### config.mk
export PLATFORM = sky130hd
export DESIGN_NAME = axi_line_fill_flat
export DESIGN_NICKNAME = d
export VERILOG_FILES = /design/src/rtl/ysyx_040729_axi_pkg.sv /design/src/rtl/axi_line_fill_if.sv /design/src/rtl/axi_line_fill.sv /design/src/flat_wrapper.sv
export SDC_FILE = /design/constraint.sdc
export NUM_CORES = 1
export LEC_CHECK = 0
export ABC_AREA = 1
export CAP_MARGIN = 20
export CELL_PAD_IN_SITES_DETAIL_PLACEMENT = 1
export CELL_PAD_IN_SITES_GLOBAL_PLACEMENT = 1
export CORE_MARGIN = 1.5
export CORE_UTILIZATION = 38
export DETAILED_ROUTE_END_ITERATION = 12
export HOLD_SLACK_MARGIN = 0.06
export PLACE_DENSITY = 0.94
export SYNTH_ARGS = -nofsm -noshare
export SYNTH_HDL_FRONTEND = slang
export SYNTH_SLANG_ARGS = --single-unit
### constraint.sdc
create_clock -name clock -period 8.4 [get_ports clock]
set_input_delay 1.26 -clock clock [delete_from_list [all_inputs] [get_ports clock]]
set_output_delay 1.26 -clock clock [all_outputs]
set_load 0.005 [all_outputs]
### src/rtl/ysyx_040729_axi_pkg.sv
// Shared AXI constants, refill FSM state encoding and beat-size helper for axi_line_fill.
package ysyx_040729_axi_pkg;

  localparam logic [1:0] AXI_BURST_INCR = 2'b01;
  localparam logic [1:0] AXI_RESP_OKAY  = 2'b00;

  typedef enum logic [1:0] {
    IDLE = 2'd0,
    AR   = 2'd1,
    R    = 2'd2,
    RESP = 2'd3
  } fill_state_e;

  function automatic int beat_bytes(input int data_width);
    return data_width / 8;
  endfunction

endpackage

### src/rtl/axi_line_fill_if.sv
// Bundle of the cache refill port and the AXI AR/R channels seen by axi_line_fill.
// master = the bridge itself; slave = cache requester plus AXI memory side.
interface axi_line_fill_if #(
  parameter int LINE_WIDTH     = 256,
  parameter int AXI_DATA_WIDTH = 64,
  parameter int AXI_ADDR_WIDTH = 32,
  parameter int AXI_ID_WIDTH   = 4
);
  logic [AXI_ADDR_WIDTH-1:0] r_addr_i;
  logic [2:0]                r_size_i;
  logic                      r_valid_i;
  logic                      r_ready_o;
  logic [LINE_WIDTH-1:0]     r_data_o;
  logic                      r_err_o;

  logic [AXI_ADDR_WIDTH-1:0] araddr;
  logic [7:0]                arlen;
  logic [2:0]                arsize;
  logic [1:0]                arburst;
  logic [AXI_ID_WIDTH-1:0]   arid;
  logic                      arvalid;
  logic                      arready;

  logic                      rvalid;
  logic                      rready;
  logic [AXI_DATA_WIDTH-1:0] rdata;
  logic [1:0]                rresp;
  logic                      rlast;
  logic [AXI_ID_WIDTH-1:0]   rid;

  modport master (
    input  r_addr_i, r_size_i, r_valid_i,
    output r_ready_o, r_data_o, r_err_o,
    output araddr, arlen, arsize, arburst, arid, arvalid,
    input  arready,
    input  rvalid, rdata, rresp, rlast, rid,
    output rready
  );

  modport slave (
    output r_addr_i, r_size_i, r_valid_i,
    input  r_ready_o, r_data_o, r_err_o,
    input  araddr, arlen, arsize, arburst, arid, arvalid,
    output arready,
    output rvalid, rdata, rresp, rlast, rid,
    input  rready
  );
endinterface

### src/rtl/axi_line_fill.sv
// Turns one I-cache refill request into one AXI4 INCR read burst and returns the assembled line.
// Define AXI_LINE_FILL_FAST_RESP_EN to return the line combinationally on the rlast beat.
module axi_line_fill
  import ysyx_040729_axi_pkg::*;
#(
  parameter int LINE_WIDTH     = 256,
  parameter int AXI_DATA_WIDTH = 64,
  parameter int AXI_ADDR_WIDTH = 32,
  parameter int AXI_ID_WIDTH   = 4
) (
  input logic clock,
  input logic reset,
  axi_line_fill_if.master bus
);

  localparam int LANES      = LINE_WIDTH / AXI_DATA_WIDTH;
  localparam int LANE_W     = (LANES > 1) ? $clog2(LANES) : 1;
  localparam int SIZE_LSB   = $clog2(beat_bytes(AXI_DATA_WIDTH));
  localparam logic [7:0] MAX_LEN = 8'(LANES - 1);

  localparam logic [1:0] ST_IDLE = IDLE;
  localparam logic [1:0] ST_AR   = AR;
  localparam logic [1:0] ST_R    = R;
  localparam logic [1:0] ST_RESP = RESP;
`ifdef AXI_LINE_FILL_FAST_RESP_EN
  localparam logic [1:0] ST_AFTER_LAST = ST_IDLE;
`else
  localparam logic [1:0] ST_AFTER_LAST = ST_RESP;
`endif

  logic [1:0]                state_q;
  logic [7:0]                cnt_q;
  logic                      err_q;
  logic [AXI_ADDR_WIDTH-1:0] araddr_q;
  logic [7:0]                arlen_q;
  logic [AXI_DATA_WIDTH-1:0] line_q [LANES];

  logic [AXI_ADDR_WIDTH-1:0] req_addr;
  logic [7:0]                req_len;
  logic [2:0]                clr_bits;
  logic                      capture;
  logic                      beat;
  logic                      in_range;
  logic                      beat_err;
  logic [LANE_W-1:0]         lane;
  logic [LINE_WIDTH-1:0]     line_packed;
  logic                      rid_unused;

  assign rid_unused = ^bus.rid;

  // Request decode: beats = 2^size / beat_bytes, at least one, capped at a full line.
  always_comb begin
    clr_bits = (bus.r_size_i > 3'(SIZE_LSB)) ? bus.r_size_i : 3'(SIZE_LSB);
    req_addr = bus.r_addr_i & ({AXI_ADDR_WIDTH{1'b1}} << clr_bits);
    if (bus.r_size_i <= 3'(SIZE_LSB)) begin
      req_len = '0;
    end else if ((bus.r_size_i - 3'(SIZE_LSB)) >= 3'(LANE_W)) begin
      req_len = MAX_LEN;
    end else begin
      req_len = 8'((1 << (bus.r_size_i - 3'(SIZE_LSB))) - 1);
    end
  end

  assign capture  = (state_q == ST_IDLE) && bus.r_valid_i;
  assign beat     = (state_q == ST_R) && bus.rvalid;
  assign in_range = cnt_q < 8'(LANES);
  assign lane     = cnt_q[LANE_W-1:0];
  // cnt+1 != arlen+1 reduces to cnt != arlen for the rlast length check.
  assign beat_err = (bus.rresp != AXI_RESP_OKAY) || !in_range ||
                    (bus.rlast && (cnt_q != arlen_q));

  always_ff @(posedge clock) begin
    if (!reset) begin
      state_q <= ST_IDLE;
      cnt_q   <= '0;
      err_q   <= 1'b0;
    end else begin
      case (state_q)
        ST_IDLE: begin
          if (bus.r_valid_i) begin
            cnt_q   <= '0;
            err_q   <= 1'b0;
            state_q <= ST_AR;
          end
        end
        ST_AR: begin
          if (bus.arready) state_q <= ST_R;
        end
        ST_R: begin
          if (beat) begin
            if (cnt_q != '1) cnt_q <= cnt_q + 8'd1;
            if (beat_err) err_q <= 1'b1;
            if (bus.rlast) state_q <= ST_AFTER_LAST;
          end
        end
        ST_RESP: state_q <= ST_IDLE;
        default: state_q <= ST_IDLE;
      endcase
    end
  end

  // AR fields are captured once and held for the whole AR phase.
  always_ff @(posedge clock) begin
    if (capture) begin
      araddr_q <= req_addr;
      arlen_q  <= req_len;
    end
  end

  always_ff @(posedge clock) begin
    if (!reset) begin
      for (int k = 0; k < LANES; k++) line_q[k] <= '0;
    end else if (capture) begin
      for (int k = 0; k < LANES; k++) line_q[k] <= '0;
    end else if (beat && in_range) begin
      line_q[lane] <= bus.rdata;
    end
  end

  always_comb begin
    line_packed = '0;
    for (int k = 0; k < LANES; k++) begin
      line_packed[k*AXI_DATA_WIDTH +: AXI_DATA_WIDTH] = line_q[k];
    end
  end

  assign bus.arvalid = (state_q == ST_AR);
  assign bus.rready  = (state_q == ST_R);
  assign bus.araddr  = araddr_q;
  assign bus.arlen   = arlen_q;
  assign bus.arsize  = 3'(SIZE_LSB);
  assign bus.arburst = AXI_BURST_INCR;
  assign bus.arid    = '0;

`ifdef AXI_LINE_FILL_FAST_RESP_EN
  logic last_beat;
  assign last_beat = beat && bus.rlast;

  always_comb begin
    bus.r_data_o = line_packed;
    if (last_beat && in_range) begin
      bus.r_data_o[lane*AXI_DATA_WIDTH +: AXI_DATA_WIDTH] = bus.rdata;
    end
  end

  assign bus.r_ready_o = last_beat;
  assign bus.r_err_o   = last_beat && (err_q || beat_err);
`else
  assign bus.r_data_o  = line_packed;
  assign bus.r_ready_o = (state_q == ST_RESP);
  assign bus.r_err_o   = (state_q == ST_RESP) && err_q;
`endif

endmodule
### src/flat_wrapper.sv
// flat-port wrapper written by rule: the top's interface ports become plain ports
module axi_line_fill_flat import ysyx_040729_axi_pkg::*;
#(
  parameter int LINE_WIDTH     = 256,
  parameter int AXI_DATA_WIDTH = 64,
  parameter int AXI_ADDR_WIDTH = 32,
  parameter int AXI_ID_WIDTH   = 4
)
  (clock, reset, bus_r_addr_i, bus_r_size_i, bus_r_valid_i, bus_r_ready_o, bus_r_data_o, bus_r_err_o, bus_araddr, bus_arlen, bus_arsize, bus_arburst, bus_arid, bus_arvalid, bus_arready, bus_rvalid, bus_rdata, bus_rresp, bus_rlast, bus_rid, bus_rready);
  axi_line_fill_if #(.LINE_WIDTH(LINE_WIDTH), .AXI_DATA_WIDTH(AXI_DATA_WIDTH), .AXI_ADDR_WIDTH(AXI_ADDR_WIDTH), .AXI_ID_WIDTH(AXI_ID_WIDTH)) bus_i ();
  input logic clock;
  input logic reset;
  input wire logic [$bits(bus_i.r_addr_i)-1:0] bus_r_addr_i;
  input wire logic [$bits(bus_i.r_size_i)-1:0] bus_r_size_i;
  input wire logic [$bits(bus_i.r_valid_i)-1:0] bus_r_valid_i;
  output wire logic [$bits(bus_i.r_ready_o)-1:0] bus_r_ready_o;
  output wire logic [$bits(bus_i.r_data_o)-1:0] bus_r_data_o;
  output wire logic [$bits(bus_i.r_err_o)-1:0] bus_r_err_o;
  output wire logic [$bits(bus_i.araddr)-1:0] bus_araddr;
  output wire logic [$bits(bus_i.arlen)-1:0] bus_arlen;
  output wire logic [$bits(bus_i.arsize)-1:0] bus_arsize;
  output wire logic [$bits(bus_i.arburst)-1:0] bus_arburst;
  output wire logic [$bits(bus_i.arid)-1:0] bus_arid;
  output wire logic [$bits(bus_i.arvalid)-1:0] bus_arvalid;
  input wire logic [$bits(bus_i.arready)-1:0] bus_arready;
  input wire logic [$bits(bus_i.rvalid)-1:0] bus_rvalid;
  input wire logic [$bits(bus_i.rdata)-1:0] bus_rdata;
  input wire logic [$bits(bus_i.rresp)-1:0] bus_rresp;
  input wire logic [$bits(bus_i.rlast)-1:0] bus_rlast;
  input wire logic [$bits(bus_i.rid)-1:0] bus_rid;
  output wire logic [$bits(bus_i.rready)-1:0] bus_rready;
  assign bus_i.r_addr_i = bus_r_addr_i;
  assign bus_i.r_size_i = bus_r_size_i;
  assign bus_i.r_valid_i = bus_r_valid_i;
  assign bus_r_ready_o = bus_i.r_ready_o;
  assign bus_r_data_o = bus_i.r_data_o;
  assign bus_r_err_o = bus_i.r_err_o;
  assign bus_araddr = bus_i.araddr;
  assign bus_arlen = bus_i.arlen;
  assign bus_arsize = bus_i.arsize;
  assign bus_arburst = bus_i.arburst;
  assign bus_arid = bus_i.arid;
  assign bus_arvalid = bus_i.arvalid;
  assign bus_i.arready = bus_arready;
  assign bus_i.rvalid = bus_rvalid;
  assign bus_i.rdata = bus_rdata;
  assign bus_i.rresp = bus_rresp;
  assign bus_i.rlast = bus_rlast;
  assign bus_i.rid = bus_rid;
  assign bus_rready = bus_i.rready;
  axi_line_fill #(.LINE_WIDTH(LINE_WIDTH), .AXI_DATA_WIDTH(AXI_DATA_WIDTH), .AXI_ADDR_WIDTH(AXI_ADDR_WIDTH), .AXI_ID_WIDTH(AXI_ID_WIDTH)) u_core (.clock(clock), .reset(reset), .bus(bus_i));
endmodule
After elaboration in Yosys (flattened, before gate mapping)
Memories as Yosys holds them, arrays and structs flattened.
Cells that the tools add are included.

word-level totals
  bits in registers = 51
  bits in writable memories = 256
  logic and storage cells = 78
  memories kept = 1

memory list
  name           words  width  rd ports  clocked after Yosys merged registers in  write ports  line                 source
  u_core.line_q  4      64     4         0                                        4            axi_line_fill.sv:36  logic [AXI_DATA_WIDTH-1:0] line_q [LANES];

cells by class
  $add $sub $neg = 3
  order comparisons = 4
  equality and inequality tests = 11
  shift operators = 2
  multiplexer cells = 30
  bitwise gates (word level) = 5
  reductions and logical operators = 16

operator list
  operator                 number
  $mux W64                 5
  $reduce_or A64 Y1        1
  $and A32 B32 Y32         1
  $shl A32 B3 Y32 const A  1
  $mux W8                  3
  $pmux W8 S2              1
  $mux W1                  12
  $mux W2                  6
  $reduce_and A4 Y1        3
  $add A8 B1 Y8 const B    1
  $lt A8 B3 Y1 const B     1
  $ne A2 B1 Y1 const B     4
  $ne A8 B8 Y1             1
  $ne A8 B8 Y1 const B     1
  $pmux W2 S4              1
  $shl A1 B3 Y8 const A    1
  $sub A8 B2 Y8 const B    1
  $logic_and A1 B1 Y1      5
  $eq A2 B2 Y1 const B     2
  $ne A2 B2 Y1 const B     2
  $or A1 B1 Y1             4
  $reduce_bool A2 Y1       2
  $ge A3 B2 Y1 const B     1
  $gt A3 B2 Y1 const B     1
  9 further kinds          10

Longest topological paths before layout
Gate-level depths: netlist of the first run.

  word-level depth = 9
  depth in mapped cells = 12

Worst setup path after synthesis of the first run
No wires, ideal clock.

  path kind = input-to-reg
  from = input bus_r_valid_i
  to = memory u_core.line_q[0][0] (enable)
  library setup time = 0.424 ns
  data arrival time = 3.454 ns
  data required time = 7.976 ns
  path slack = 4.522 ns
  stages = 9
  cell sequence = nand2_1 nand2_1 inv_2 nand3_1 nor2_2 nand2_1 buf_2 buf_6 nand2_1

RTL lines
  item             line                 source
  start, declared  flat_wrapper.sv:15   input wire logic [$bits(bus_i.r_valid_i)-1:0] bus_r_valid_i;
  end, declared    axi_line_fill.sv:36

==> results of run 1 <==
-- area by class of cell --
class / count / area [um2]
Antenna cell: 7 / 17.5
Clock buffer: 44 / 952
Clock inverter: 15 / 124
Fill cell: 2976 / 12900
Inverter: 103 / 389
Multi-Input combinational cell: 416 / 1850
Sequential cell: 307 / 9110
Tap cell: 390 / 488
Timing Repair Buffer: 409 / 4080
-- logic make-up after synthesis --
| group | share of synthesized area |
|---|---|
| AOI/OAI and AO/OA | 0.0137 |
| xor gates and xnor gates | 0.00227 |
| and+or+nand+nor | 0.120 |
| other | 0.000647 |
| adders and majority gates | 0.0162 |
| buffers and inverters | 0.0618 |
| DFF | 0.785 |
-- tightest hold or removal path, cell delays in order, from the launching register on --
cell     delay [ns]
dfxtp_1        0.32
inv_1          0.05
a21oi_1        0.05
-- per-layer routing --
layer | share of wire | vias to the layer above
li1 | - | 3641
met1 | 0.35 | 4125
met2 | 0.54 | 468
met3 | 0.078 | 92
met4 | 0.039 | 0
met5 | 0 | -
-- metrics by stage --
step | hold WS [ns] | setup WS [ns] | power [uW] | instance area, um2
global route | 0.501 | 4.89 | 4720 | 17000
CTS | 0.473 | 5.03 | 4590 | 17000
finish | 0.473 | 5.00 | 4560 | 17000
floorplan | 0.430 | 4.52 | 2410 | 11600
detailed placement | 0.466 | 4.52 | 3130 | 15900
global placement | 0.462 | 4.60 | 3060 | 15900
-- flip-flops by register name, summed over array words and instances, names as in the netlist --
signal	flops
u_core.cnt_q	8
u_core.err_q	1
u_core.state_q	2
u_core.bus.arlen	8
u_core.line_q	256
u_core.bus.araddr	32
-- cell usage after synthesis --
cell / number
ha_1: 15
nand3_1: 5
xnor2_1: 3
nand3_2: 1
nor2_1: 278
dfxtp_1: 11
nand2_4: 1
nand2_2: 1
a2111o_1: 1
nand2_1: 63
a21oi_1: 9
inv_1: 101
a21oi_2: 1
buf_2: 4
or2_2: 1
inv_2: 1
conb_1: 2
edfxtp_1: 296
inv_4: 1
buf_6: 20
a21boi_0: 1
a31oi_1: 1
o21ai_0: 9
nand4_1: 1
clkbuf_1: 4
o21a_1: 1
buf_4: 9
o22ai_1: 2
o211ai_1: 1
nor2_2: 3
nor3_1: 6
o21bai_1: 1
-- final timing paths --
path / start / to / slack [ns] / cells past startpoint
max: reset / u_core.line_q[2][20] / 5.00 / 7
min reg2reg: u_core.err_q / u_core.err_q / 0.47 / 2
max reg2reg: u_core.state_q[0] / u_core.line_q[2][20] / 5.54 / 9
min: u_core.err_q / u_core.err_q / 0.47 / 2
-- power breakdown --
group          total (uW)  internal [uW]  switching, uW
clock network        1460            862            600
registers            2130           2020            111
logic                 974            485            489
==> flow_metrics.tcl, run 1 <==
set metrics [dict create \
    status "finished, final reports clean" \
    core_area_mm2 0.0299 \
    grt_pass1_vias 9001 \
    crit_family "simple AND/OR/NAND/NOR gates" \
    power_density_mw_per_mm2 268 \
    cts.sinks 307 \
    slew_viol_final 0 \
    grt_pass1_wl_um 56200 \
    cts_max_level 2 \
    postCtsSetupBuffers 0 \
    grt_use_met3 0.0632 \
    instances_no_fill 1691 \
    crit_fanout 64 \
    drtAntennaViolNets 0 \
    fmax_ghz 0.294 \
    synth_seq_cells 307 \
    layout_common_cells "clkdlybuf4s50_1, edfxtp_1, nor2_1" \
    cts_buffers 35 \
    areaGrowthSynthToFinish_pct 46.6 \
    routed_wl_um 39700 \
    hold_viol_final 0 \
    placedCellCount 1625 \
    clk_latency_ns 0.51 \
    port-buffer-count 404 \
    ctsHoldBuffers 0 \
    grt_util_all_layers 0.243 \
    ys_warn_count 0 \
    cp_slowest_cell "nand2_4" \
    maxSlewHeadroom 0.275 \
    post-route-period-util 0.404 \
    avgSynthCellArea_um2 13.6 \
    cts_resized 0 \
    synth.distinct_cells 32 \
    dr_total_vias 8326 \
    layout_commonest_cell "clkdlybuf4s50_1" \
    cts_tree "done" \
    grt_max_degree 65 \
    drtPass1Iterations 7 \
    period_needed_ns 3.40 \
    drive_gt1_frac 0.0533 \
    hold_class "reg2reg" \
    crit_path_start_kind "input pin" \
    arrival_ns 3.50 \
    synth_top_cell_area_share 0.766 \
    nets 1398 \
    dp_hpwl_um 26000 \
    crit_required_ns 8.50 \
    synth_area_mm2 0.0116 \
    setup_tns_ns 0 \
    die-height_um 178 \
    die-area_mm2 0.0316 \
    setup_violations 0 \
    tightest_slew_ns 1.09 \
    synthTopCellsByArea "edfxtp_1, nor2_1, inv_1, nand2_1, buf_6" \
    met1_usage 0.253 \
    initialDrtViolationCount 569 \
    drt-vias-per-instance 4.92 \
    final_util 0.569 \
    clock_path_buffers 3 \
    path_buf_inv 2 \
    io_pins 420 \
    syn_inst 854 \
    root_buffer "clkbuf_16" \
    rsz0062_at_grt "no" \
    antenna_found_initial 7 \
    cap_violations 0 \
    grt_use_met2 0.457 \
    detail_route.wl_per_cell_um 23.5 \
    drcViolationCount 0 \
    ys_seq_area_frac 0.785 \
    cp-end-kind "flop" \
    critPathMaxStageDelay_ns 0.78 \
    ir_drop_mv 0.173 \
    rows 63 \
    path_class "in2reg" \
    grt-busiest-layer "met2" \
    start_util 0.388 \
    cts.reportedPaths.clkPinSlew_ns 0.05 \
    p_leak_uw 0.00677 \
    grt.overflow.total 0 \
    finalWeightedCongestion 0.846 \
    finalClockSkew_ns 0.0194 \
    yosysTopAreaCell "edfxtp_1" \
    crit_chain "clkdlybuf4s50_1, nand2_1, inv_2, nand3_1, nor2_2, nand2_2, nand2_4" \
    die_w_um 178 \
]
(Power assumes the default switching activity.)
==> inputs of run 2 (changes only) <==
--- a/config.mk
+++ b/config.mk
@@ -10,10 +10,10 @@
 export CELL_PAD_IN_SITES_DETAIL_PLACEMENT = 1
 export CELL_PAD_IN_SITES_GLOBAL_PLACEMENT = 1
 export CORE_MARGIN = 1.5
-export CORE_UTILIZATION = 38
+export CORE_UTILIZATION = 35
 export DETAILED_ROUTE_END_ITERATION = 12
 export HOLD_SLACK_MARGIN = 0.06
-export PLACE_DENSITY = 0.94
+export PLACE_DENSITY = 0.88
 export SYNTH_ARGS = -nofsm -noshare
 export SYNTH_HDL_FRONTEND = slang
 export SYNTH_SLANG_ARGS = --single-unit
==> constraint.sdc (replaced) <==
create_clock -name clock -period 3.55 [get_ports clock]
set_input_delay 0.5325 -clock clock [delete_from_list [all_inputs] [get_ports clock]]
set_output_delay 0.5325 -clock clock [all_outputs]
set_load 0.005 [all_outputs]
==> run 2 against run 1 <==
Critical path depth rose by 3. Register-to-register slack got worse by 4.5 ns. Sequential power rose by 130%. Clock skew rose by 0.0050 ns. Sequential share of layout area fell by 0.58 points. Highest routed layer unchanged. Cell area rose by 1.1%. Clock power rose by 130%. First-iteration DRC count fell by 27%. Final cell count rose by 3.4%. Utilization fell by 4.2 points. Wire length fell by 5.1%. Die area rose by 8.4%.
==> flow_metrics.tcl, run 2 (synthesis results as in run 1) <==
set metrics [dict create \
    status "finished, final reports clean" \
    routed_wl_um 37600 \
    path_class "reg2reg" \
    p_switching_uw 2810 \
    setup_tns_ns 0 \
    crit_top_cell "nand2_1" \
    areaGrowthSynthToFinish_pct 48.2 \
    crit_fanout 64 \
    die-area_mm2 0.0342 \
    period_needed_ns 2.51 \
    pre_cts_slack_ns 0.670 \
    cap_violations 0 \
    fillerInstances 3327 \
    hold_slack_ns 0.465 \
    sequentialPowerShare 0.462 \
    io_pins 420 \
    tightest_slew_ns 0.910 \
    detail_route.wl_per_cell_um 21.5 \
    clk_latency_ns 0.51 \
    clock_path_buffers 3 \
    drcViolationCount 0 \
    crit_path_start_kind "flop" \
    cts_buffers 35 \
    core_area_mm2 0.0326 \
    dr_wl_met3_um 2890 \
    cts.sinks 307 \
    drt-vias-per-instance 4.63 \
    drive_gt1_frac 0.0591 \
    p_sw_frac 0.260 \
    initialDrtViolationCount 418 \
    multi_input_area_mm2 0.00185 \
    drt-met1-wl_um 13600 \
    grt_pass1_wl_um 53700 \
    setup_violations 0 \
    fmax_ghz 0.398 \
    cp-end-kind "flop" \
    maxSlewHeadroom 0.393 \
    wl_met2_um 19600 \
    finalClockSkew_ns 0.0244 \
    die-height_um 185 \
    cts_tree "done" \
    cts_resized 0 \
    top_layer "met4" \
    grt_max_degree 65 \
    crit_chain "inv_1, ha_1, nand2_1, nand2_1, inv_2, nand3_1, nor2_2, nand2_2, buf_4, nor2_1" \
    hold_class "reg2reg" \
    p_leak_uw 0.00684 \
    root_buffer "clkbuf_16" \
    hold_viol_final 0 \
    rsz0062_at_grt "no" \
    p_int_uw 8000 \
    dr_total_vias 8092 \
    drtAntennaViolNets 0 \
    layout_common_cells "clkdlybuf4s50_1, edfxtp_1, nor2_1" \
    post-route-period-util 0.707 \
    drtPass1Iterations 4 \
    critPathMaxStageDelay_ns 0.41 \
    setup_ws_ns 1.04 \
    cts_max_level 2 \
    port-buffer-count 404 \
    ir_drop_mv 0.441 \
    seqCellArea_mm2 0.00911 \
    ctsHoldBuffers 0 \
    largest_reg_flops 256 \
    arrival_ns 2.83 \
    antenna_found_initial 4 \
    die_w_um 185 \
    reg2reg_slack_ns 1.04 \
    slew_viol_final 0 \
    pwr-share-comb 0.220 \
    grt_util_all_layers 0.213 \
    cp_slowest_cell "buf_4" \
    pwr-share-clk 0.318 \
    power_density_mw_per_mm2 628 \
    rows 66 \
    grt_pass1_vias 8830 \
    dp_hpwl_um 26400 \
    layout_commonest_cell "clkdlybuf4s50_1" \
    cts.reportedPaths.clkPinSlew_ns 0.06 \
    final_util 0.527 \
    postCtsSetupBuffers 0 \
    nets 1407 \
    grt.overflow.total 0 \
    top_register "u_core.line_q" \
    crit_required_ns 3.87 \
    finalWeightedCongestion 0.814 \
    start_util 0.356 \
]
run 2: cell types whose count changed in the layout (fill, tap and decap cells not counted), moves of 2 or more:
cell and delta:
buf_12 +5, diode_2 -3, clkinv_2 -2, buf_4 +4, clkinv_1 +2
run 2: critical path, delay by kind of cell, from the launching register on:
| kind | cells | cell delay [ns] |
|---|---|---|
| adders and majority gates | 1 | 0.24 |
| buffers and inverters | 3 | 0.67 |
| DFF | 1 | 0.38 |
| and+or+nand+nor | 6 | 1.01 |
run 2: final timing paths:
path              cells past startpoint                   end               from
setup / recovery                     10  u_core.line_q[0][34]  u_core.state_q[0]
hold / removal                        2          u_core.err_q       u_core.err_q
setup reg to reg                     10  u_core.line_q[0][34]  u_core.state_q[0]
hold reg to reg                       2          u_core.err_q       u_core.err_q
run 2: final cells by class:
cell class,count,area share
clock buffer,43,0.0552
timing repair buffer,418,0.245
tap,442,0.0322
sequential,307,0.530
inverter,103,0.0226
antenna,4,0.000582
multi-input combinational,416,0.107
clock inverter,16,0.00742
run 2: through the flow:
| step | area (um2) | cells | total power (uW) |
|---|---|---|---|
| floorplan | 11600 | 863 | 5710 |
| global route | 17200 | 1749 | 11200 |
| CTS | 17200 | 1745 | 10900 |
| detailed placement | 16100 | 1686 | 7470 |
| finish | 17200 | 1749 | 10800 |
| global placement | 16100 | 1686 | 7310 |
run 2: per-layer routing:
metal  GRT usage  vias to the layer above
met1       0.228                     3953
met5           0                        -
met4      0.0907                        0
met3      0.0580                       87
li1            -                     3661
met2       0.393                      391
run 2: power by group through the flow:
stage,clock (uW),sequential [uW],combinational (uW)
after floorplan,0,5110,598
after global placement,0,5000,2310
after detailed placement,0,5070,2400
after CTS,3500,5000,2420
after global routing,3620,5040,2540
final,3430,4990,2380
